$ cat config.mk
export PLATFORM = sky130hd
export DESIGN_NAME = pipe_ctrl
export DESIGN_NICKNAME = d
export VERILOG_FILES = /design/src/rtl/pipe_ctrl.sv
export SDC_FILE = /design/constraint.sdc
export NUM_CORES = 1
export LEC_CHECK = 0
export CORE_ASPECT_RATIO = 1.1
export CORE_MARGIN = 1.5
export CORE_UTILIZATION = 35
export CTS_CLUSTER_DIAMETER = 120
export DETAILED_ROUTE_END_ITERATION = 12
export PLACE_DENSITY_LB_ADDON = 0.12
export SYNTH_ARGS = -nofsm -noshare
export SYNTH_HDL_FRONTEND = slang
export SYNTH_SLANG_ARGS = --single-unit
$ cat constraint.sdc
create_clock -name clk -period 2.1 [get_ports clk]
set_input_delay 0.42 -clock clk [delete_from_list [all_inputs] [get_ports clk]]
set_output_delay 0.42 -clock clk [all_outputs]
set_load 0.05 [all_outputs]
$ cat src/rtl/pipe_ctrl.sv
// ----------------------------------------------------------------------------
// pipe_ctrl - hazard and stall controller for a five-stage in-order pipeline.
//
// Produces the per-stage load enables and bubble (flush) controls for the
// IF/ID, ID/EX, EX/MEM and MEM/WB registers plus the PC. It handles three
// kinds of event:
//   - memory stall  : MEM-stage access outstanding and not yet acknowledged
//   - branch taken  : EX resolved a taken branch/jump, squash IF and ID
//   - load-use      : ID reads a register that the load in EX is producing
// It also keeps two saturating performance counters.
//
// Ports
//   clk, reset                  clock, asynchronous active-high reset
//   ID_RA1/2, ID_RA1/2_USED     ID-stage source addresses and use flags
//   EX_RC, EX_WERF, EX_IS_LD    EX-stage destination, write enable, load flag
//   EX_BR_TAKEN                 EX-stage branch resolved taken
//   MEM_REQ, MEM_READY          MEM-stage access pending / acknowledge
//   CNT_CLR                     synchronous clear of both counters
//   *_EN                        pipeline register / PC load enables
//   *_FLUSH                     load a bubble into that pipeline register
//   PC_REDIRECT                 PC takes the EX branch target
//   STALL_CNT, FLUSH_CNT        saturating performance counters
//   STATE                       current FSM state (INIT=0, RUN=1, MEM_WAIT=2)
// ----------------------------------------------------------------------------
module pipe_ctrl #(
    parameter int CNT_W = 16
) (
    input  logic             clk,
    input  logic             reset,
    input  logic [4:0]       ID_RA1,
    input  logic [4:0]       ID_RA2,
    input  logic             ID_RA1_USED,
    input  logic             ID_RA2_USED,
    input  logic [4:0]       EX_RC,
    input  logic             EX_WERF,
    input  logic             EX_IS_LD,
    input  logic             EX_BR_TAKEN,
    input  logic             MEM_REQ,
    input  logic             MEM_READY,
    input  logic             CNT_CLR,
    output logic             PC_EN,
    output logic             IF_ID_EN,
    output logic             ID_EX_EN,
    output logic             EX_MEM_EN,
    output logic             MEM_WB_EN,
    output logic             IF_ID_FLUSH,
    output logic             ID_EX_FLUSH,
    output logic             MEM_WB_FLUSH,
    output logic             PC_REDIRECT,
    output logic [CNT_W-1:0] STALL_CNT,
    output logic [CNT_W-1:0] FLUSH_CNT,
    output logic [1:0]       STATE
);

    typedef enum logic [1:0] {
        S_INIT     = 2'd0,
        S_RUN      = 2'd1,
        S_MEM_WAIT = 2'd2
    } state_t;

    state_t state, state_nxt;

    logic mem_stall;
    logic load_use;

    // Register 31 is the hardwired sink and never carries a real dependency.
    assign load_use = EX_IS_LD & EX_WERF & (EX_RC != 5'd31) &
                      ((ID_RA1_USED & (ID_RA1 == EX_RC)) |
                       (ID_RA2_USED & (ID_RA2 == EX_RC)));

    // A zero-wait access (ready together with request) is not a stall.
    assign mem_stall = MEM_REQ & ~MEM_READY;

    assign STATE = state;

    // Control outputs are combinational from the current state and inputs so
    // the pipeline reacts in the same cycle the hazard appears.
    always_comb begin
        // NOTE: every output gets a value before the case; without these
        // defaults an unassigned path would infer a latch.
        PC_EN        = 1'b1;
        IF_ID_EN     = 1'b1;
        ID_EX_EN     = 1'b1;
        EX_MEM_EN    = 1'b1;
        MEM_WB_EN    = 1'b1;
        IF_ID_FLUSH  = 1'b0;
        ID_EX_FLUSH  = 1'b0;
        MEM_WB_FLUSH = 1'b0;
        PC_REDIRECT  = 1'b0;
        state_nxt    = S_RUN;

        case (state)
            S_RUN, S_MEM_WAIT: begin
                if (mem_stall) begin
                    // Freeze everything; WB sees bubbles while MEM waits.
                    PC_EN        = 1'b0;
                    IF_ID_EN     = 1'b0;
                    ID_EX_EN     = 1'b0;
                    EX_MEM_EN    = 1'b0;
                    MEM_WB_EN    = 1'b0;
                    MEM_WB_FLUSH = 1'b1;
                    state_nxt    = S_MEM_WAIT;
                end else if (EX_BR_TAKEN) begin
                    // A branch held in EX across a memory wait is acted on
                    // here; EX advances this cycle so it fires only once.
                    // The ID instruction is squashed, so load-use is moot.
                    PC_REDIRECT = 1'b1;
                    IF_ID_FLUSH = 1'b1;
                    ID_EX_FLUSH = 1'b1;
                end else if (load_use) begin
                    // Hold PC and IF/ID, insert one bubble into ID/EX.
                    PC_EN       = 1'b0;
                    IF_ID_EN    = 1'b0;
                    ID_EX_FLUSH = 1'b1;
                end
            end
            default: begin
                // INIT (and the unused encoding): hold, flush, then run.
                PC_EN        = 1'b0;
                IF_ID_EN     = 1'b0;
                ID_EX_EN     = 1'b0;
                EX_MEM_EN    = 1'b0;
                MEM_WB_EN    = 1'b0;
                IF_ID_FLUSH  = 1'b1;
                ID_EX_FLUSH  = 1'b1;
                MEM_WB_FLUSH = 1'b1;
                state_nxt    = S_RUN;
            end
        endcase
    end

    logic stall_inc;
    logic flush_inc;

    assign stall_inc = ((state == S_RUN) || (state == S_MEM_WAIT)) && !PC_EN;
    assign flush_inc = PC_REDIRECT;

    // NOTE: sequential state uses non-blocking assignments so every register
    // samples pre-edge values regardless of statement order.
    always_ff @(posedge clk or posedge reset) begin
        if (reset) begin
            state     <= S_INIT;
            STALL_CNT <= '0;
            FLUSH_CNT <= '0;
        end else begin
            state <= state_nxt;

            // Clear wins over increment; counters stick at all-ones.
            if (CNT_CLR)
                STALL_CNT <= '0;
            else if (stall_inc && (STALL_CNT != '1))
                STALL_CNT <= STALL_CNT + CNT_W'(1);

            if (CNT_CLR)
                FLUSH_CNT <= '0;
            else if (flush_inc && (FLUSH_CNT != '1))
                FLUSH_CNT <= FLUSH_CNT + CNT_W'(1);
        end
    end

endmodule

==> flow_summary_export.csv <==
group,metric,value,unit
cts,clock_path_buffers,2,
floorplanning,dieArea,0.00603,mm^2
routing,drtPass1Iterations,4,
setup_path,crit_start,"EX_IS_LD",
power_and_ir_drop,seq_power_share,0.422,
cts,cts_tree,"done",
global_route,grt_pass1_wl,7.73,mm
cts,tritoncts.num_buffers,5,
floorplanning,die_x,74.2,um
setup_path,cpMaxStageDelayCell,"clkdlybuf4s50_1",
sta,tightest_slew,531,ps
run_status,run_status,"completed",
sta,whs,523,ps
sta,max_slew_margin,0.645,
global_route,antenna_found_initial,0,
synth,synth_seq_cells,34,
synth,synth_nets,237,
routing,drcViolationCount,0,
cts,clk_pin_slew,80,ps
final_layout,fillCellCount,539,
sta,rsz0062_at_grt,"no",
power_and_ir_drop,share_comb_of_total_power,0.285,
synth,yosysWarnings,0,
placed_design,io_buffers,67,
sta,setup_viol,0,
power_and_ir_drop,vdd_drop_max,0.319,mV
cts,cts_root_buf,"clkbuf_8",
routing,avgViaCountPerCell,4.94,
synth,synth-edff-count,0,
synth,synth_cells,210,
cts,cts_max_level,2,
routing,ant_nets,0,
routing,vias,1841,
routing,wl,4.84,mm
power_and_ir_drop,swShare,0.312,
floorplanning,core,0.00540,mm^2
global_route,grt_remaining_overflow,0,
job,cap_viol_max_count,0,
sta,slew_viol_final,0,
placed_design,hpwl,3.51,mm
setup_path,r2r_slack,130,ps
power_and_ir_drop,leakagePower,1.27,nW
setup_path,startpoint_type,"input port",
synth,synth_ff_type,"dfrtp_1",
setup_path,crit_buf_inv,2,
setup_path,r2r_start,"STALL_CNT[2]",
setup_path,path_max_fanout,2,
sta,hold_viol,0,
global_route,globalRouteTotalUtil,0.166,
floorplanning,fp-row-count,28,
sta,max_freq,489,MHz
routing,drt_iter0_drc,68,
power_and_ir_drop,p_clk_frac,0.293,
setup_path,required,1680,ps
placed_design,gp_congestion,0.762,
sta,post-route-period-util,0.973,
setup_path,r2r_cells,8,
setup_path,crit_family,"buffers and inverters",
setup_path,path_cells,"clkdlybuf4s50_1 -> nand2_1 -> a31oi_1 -> and2_4 -> a21o_1 -> buf_12",
final_layout,drive_gt1_frac,0.242,
cts,insertion_delay,290,ps
final_layout,stdcell_area,0.00303,mm^2
global_route,grt_pass1_vias,1675,
synth,synthDistinctLibCells,35,
power_and_ir_drop,p_sw,498,uW
synth,synth_area,0.00195,mm^2
synth,ys_seq_area_frac,0.436,
cts,cts.sinks,34,
final_layout,antennaDiodeCount,0,
setup_path,r2r-end,"STALL_CNT[1]",
floorplanning,initial_core_util,0.362,
power_and_ir_drop,p_int,1.10,mW
final_layout,syn_to_final_growth,55.4,%
synth,async_flop_share,1.00,
worst_hold_path,hp-class,"in2async",
cts,hold_buffers,0,
sta,clock-skew-final,9.21,ps
floorplanning,io_pins,68,
synth,synth.avg_cell_area,9.29,um^2
routing,routedWlPerCell,13.0,um
setup_path,cpPeakStageDelay,450,ps
floorplanning,die_h,81.3,um
placed_design,dpl_cell_area,0.00293,mm^2
setup_path,endpoint_kind,"output pin",
setup_path,cp.arrival,1620,ps
final_layout,finalNetCount,324,
setup_path,criticalPathCategory,"in2out",
global_route,grt_start_max_net_pins,35,
power_and_ir_drop,powerDensity,526,mW/mm^2
sta,period_needed,2040,ps
power groups by stage:
stage	combinational [mW]	sequential [mW]	clock [mW]
2_1_floorplan	0.214	0.721	0
3_3_place_gp	0.454	0.685	0
5_1_grt	0.481	0.674	0.515
6_report	0.455	0.673	0.468
3_5_place_dp	0.455	0.686	0
4_1_cts	0.449	0.673	0.489
how the worst max path moves through the flow:
stage | depth (start not counted) | slack, ps | end
6_report | 6 | 60 | ID_EX_FLUSH
5_1_grt | 7 | 1 | ID_EX_FLUSH
4_1_cts | 7 | 4 | IF_ID_EN
3_5_place_dp | 8 | -350 | STALL_CNT[8]
3_3_place_gp | 8 | -320 | STALL_CNT[14]
2_1_floorplan | 8 | 8 | STALL_CNT[1]
state kept, by name, summed over array words and instances, names as in the netlist:
register and cells:
FLUSH_CNT 16, STALL_CNT 16, STATE 2
per-layer routing:
layer	wire length, um	share of wire	vias up	GRT usage
met5	0	0	-	0
met4	59	0.012	0	0.0630
met3	193	0.040	7	0.0397
met2	2550	0.53	36	0.288
met1	2040	0.42	885	0.196
li1	-	-	913	-
metrics by stage:
stage | setup slack [ps] | std cells | setup TNS [ps] | power, mW | util
after floorplan | 8.02 | 210 | 0 | 0.935 | -
after CTS | 4.16 | 373 | 0 | 1.61 | 0.558
after detailed placement | -354 | 364 | -5420 | 1.14 | 0.543
after global placement | -323 | 364 | -4930 | 1.14 | 0.543
after global routing | 1.03 | 373 | 0 | 1.67 | 0.562
final | 55.9 | 373 | 0 | 1.60 | 0.562
cells in the mapped netlist (3+ instances only):
cell type / number / area [um^2]
a21oi_1: 13 / 65.1
a21oi_2: 4 / 35.0
and2_1: 3 / 18.8
and3_1: 5 / 31.3
buf_4: 3 / 22.5
clkbuf_1: 3 / 11.3
dfrtp_1: 34 / 851
inv_1: 7 / 26.3
nand2_1: 16 / 60.1
nand3_1: 12 / 60.1
nand4_1: 11 / 68.8
nor2_1: 22 / 82.6
o21ai_1: 10 / 50.1
o31ai_1: 4 / 30.0
or3_1: 10 / 62.6
or4_1: 4 / 30.0
xnor2_1: 14 / 123
xor2_1: 14 / 123
tightest hold or removal path: stages:
cell             delay (ps)
clkdlybuf4s50_1         400
inv_1                    50
buf_4                   380
placed cells by master (no fill, tap or decap), types with 2 or more instances in the layout:
cell              n
a21oi_1          11
a21oi_2           6
and2_1            2
and3_1            5
buf_12            9
buf_4            20
buf_6             3
clkbuf_2          5
clkbuf_8          5
clkdlybuf4s15_1   3
clkdlybuf4s50_1  41
clkinv_2          2
dfrtp_1          24
dfrtp_2          10
dlygate4sd2_1     6
dlymetal6s2s_1    2
ha_1              2
inv_1             6
nand2_1          15
nand3_1          11
nand4_1          11
nor2_1           22
nor3_2            2
o21ai_1          10
o31ai_1           4
or3_1            10
or4_1             4
xnor2_1          14
xor2_1           14
layout make-up:
cell class	instances	area, um^2	share of cell area
Clock buffer	6	72.6	0.0239
Clock inverter	2	10.0	0.00330
Inverter	7	30.0	0.00990
Multi-Input combinational cell	160	1060	0.348
Sequential cell	34	863	0.285
Tap cell	75	93.8	0.0309
Timing Repair Buffer	89	907	0.299
kinds of logic after synthesis:
family          share of synthesized area
mux                               0.00513
compound gates                      0.117
fa+ha+maj                          0.0128
xor+xnor                            0.126
simple gates                        0.251
buf+inv                            0.0526
flops                               0.436
what timing repair did:
action / in CTS / in global routing
endpoints found under the setup margin: 12 / 11
resized for setup: 16 / 22
pin swaps: 14 / 11
setup buffers: 1 / 0
endpoints found under the hold margin: 0 / 0
No activity file was read; power rests on OpenSTA's default activity.
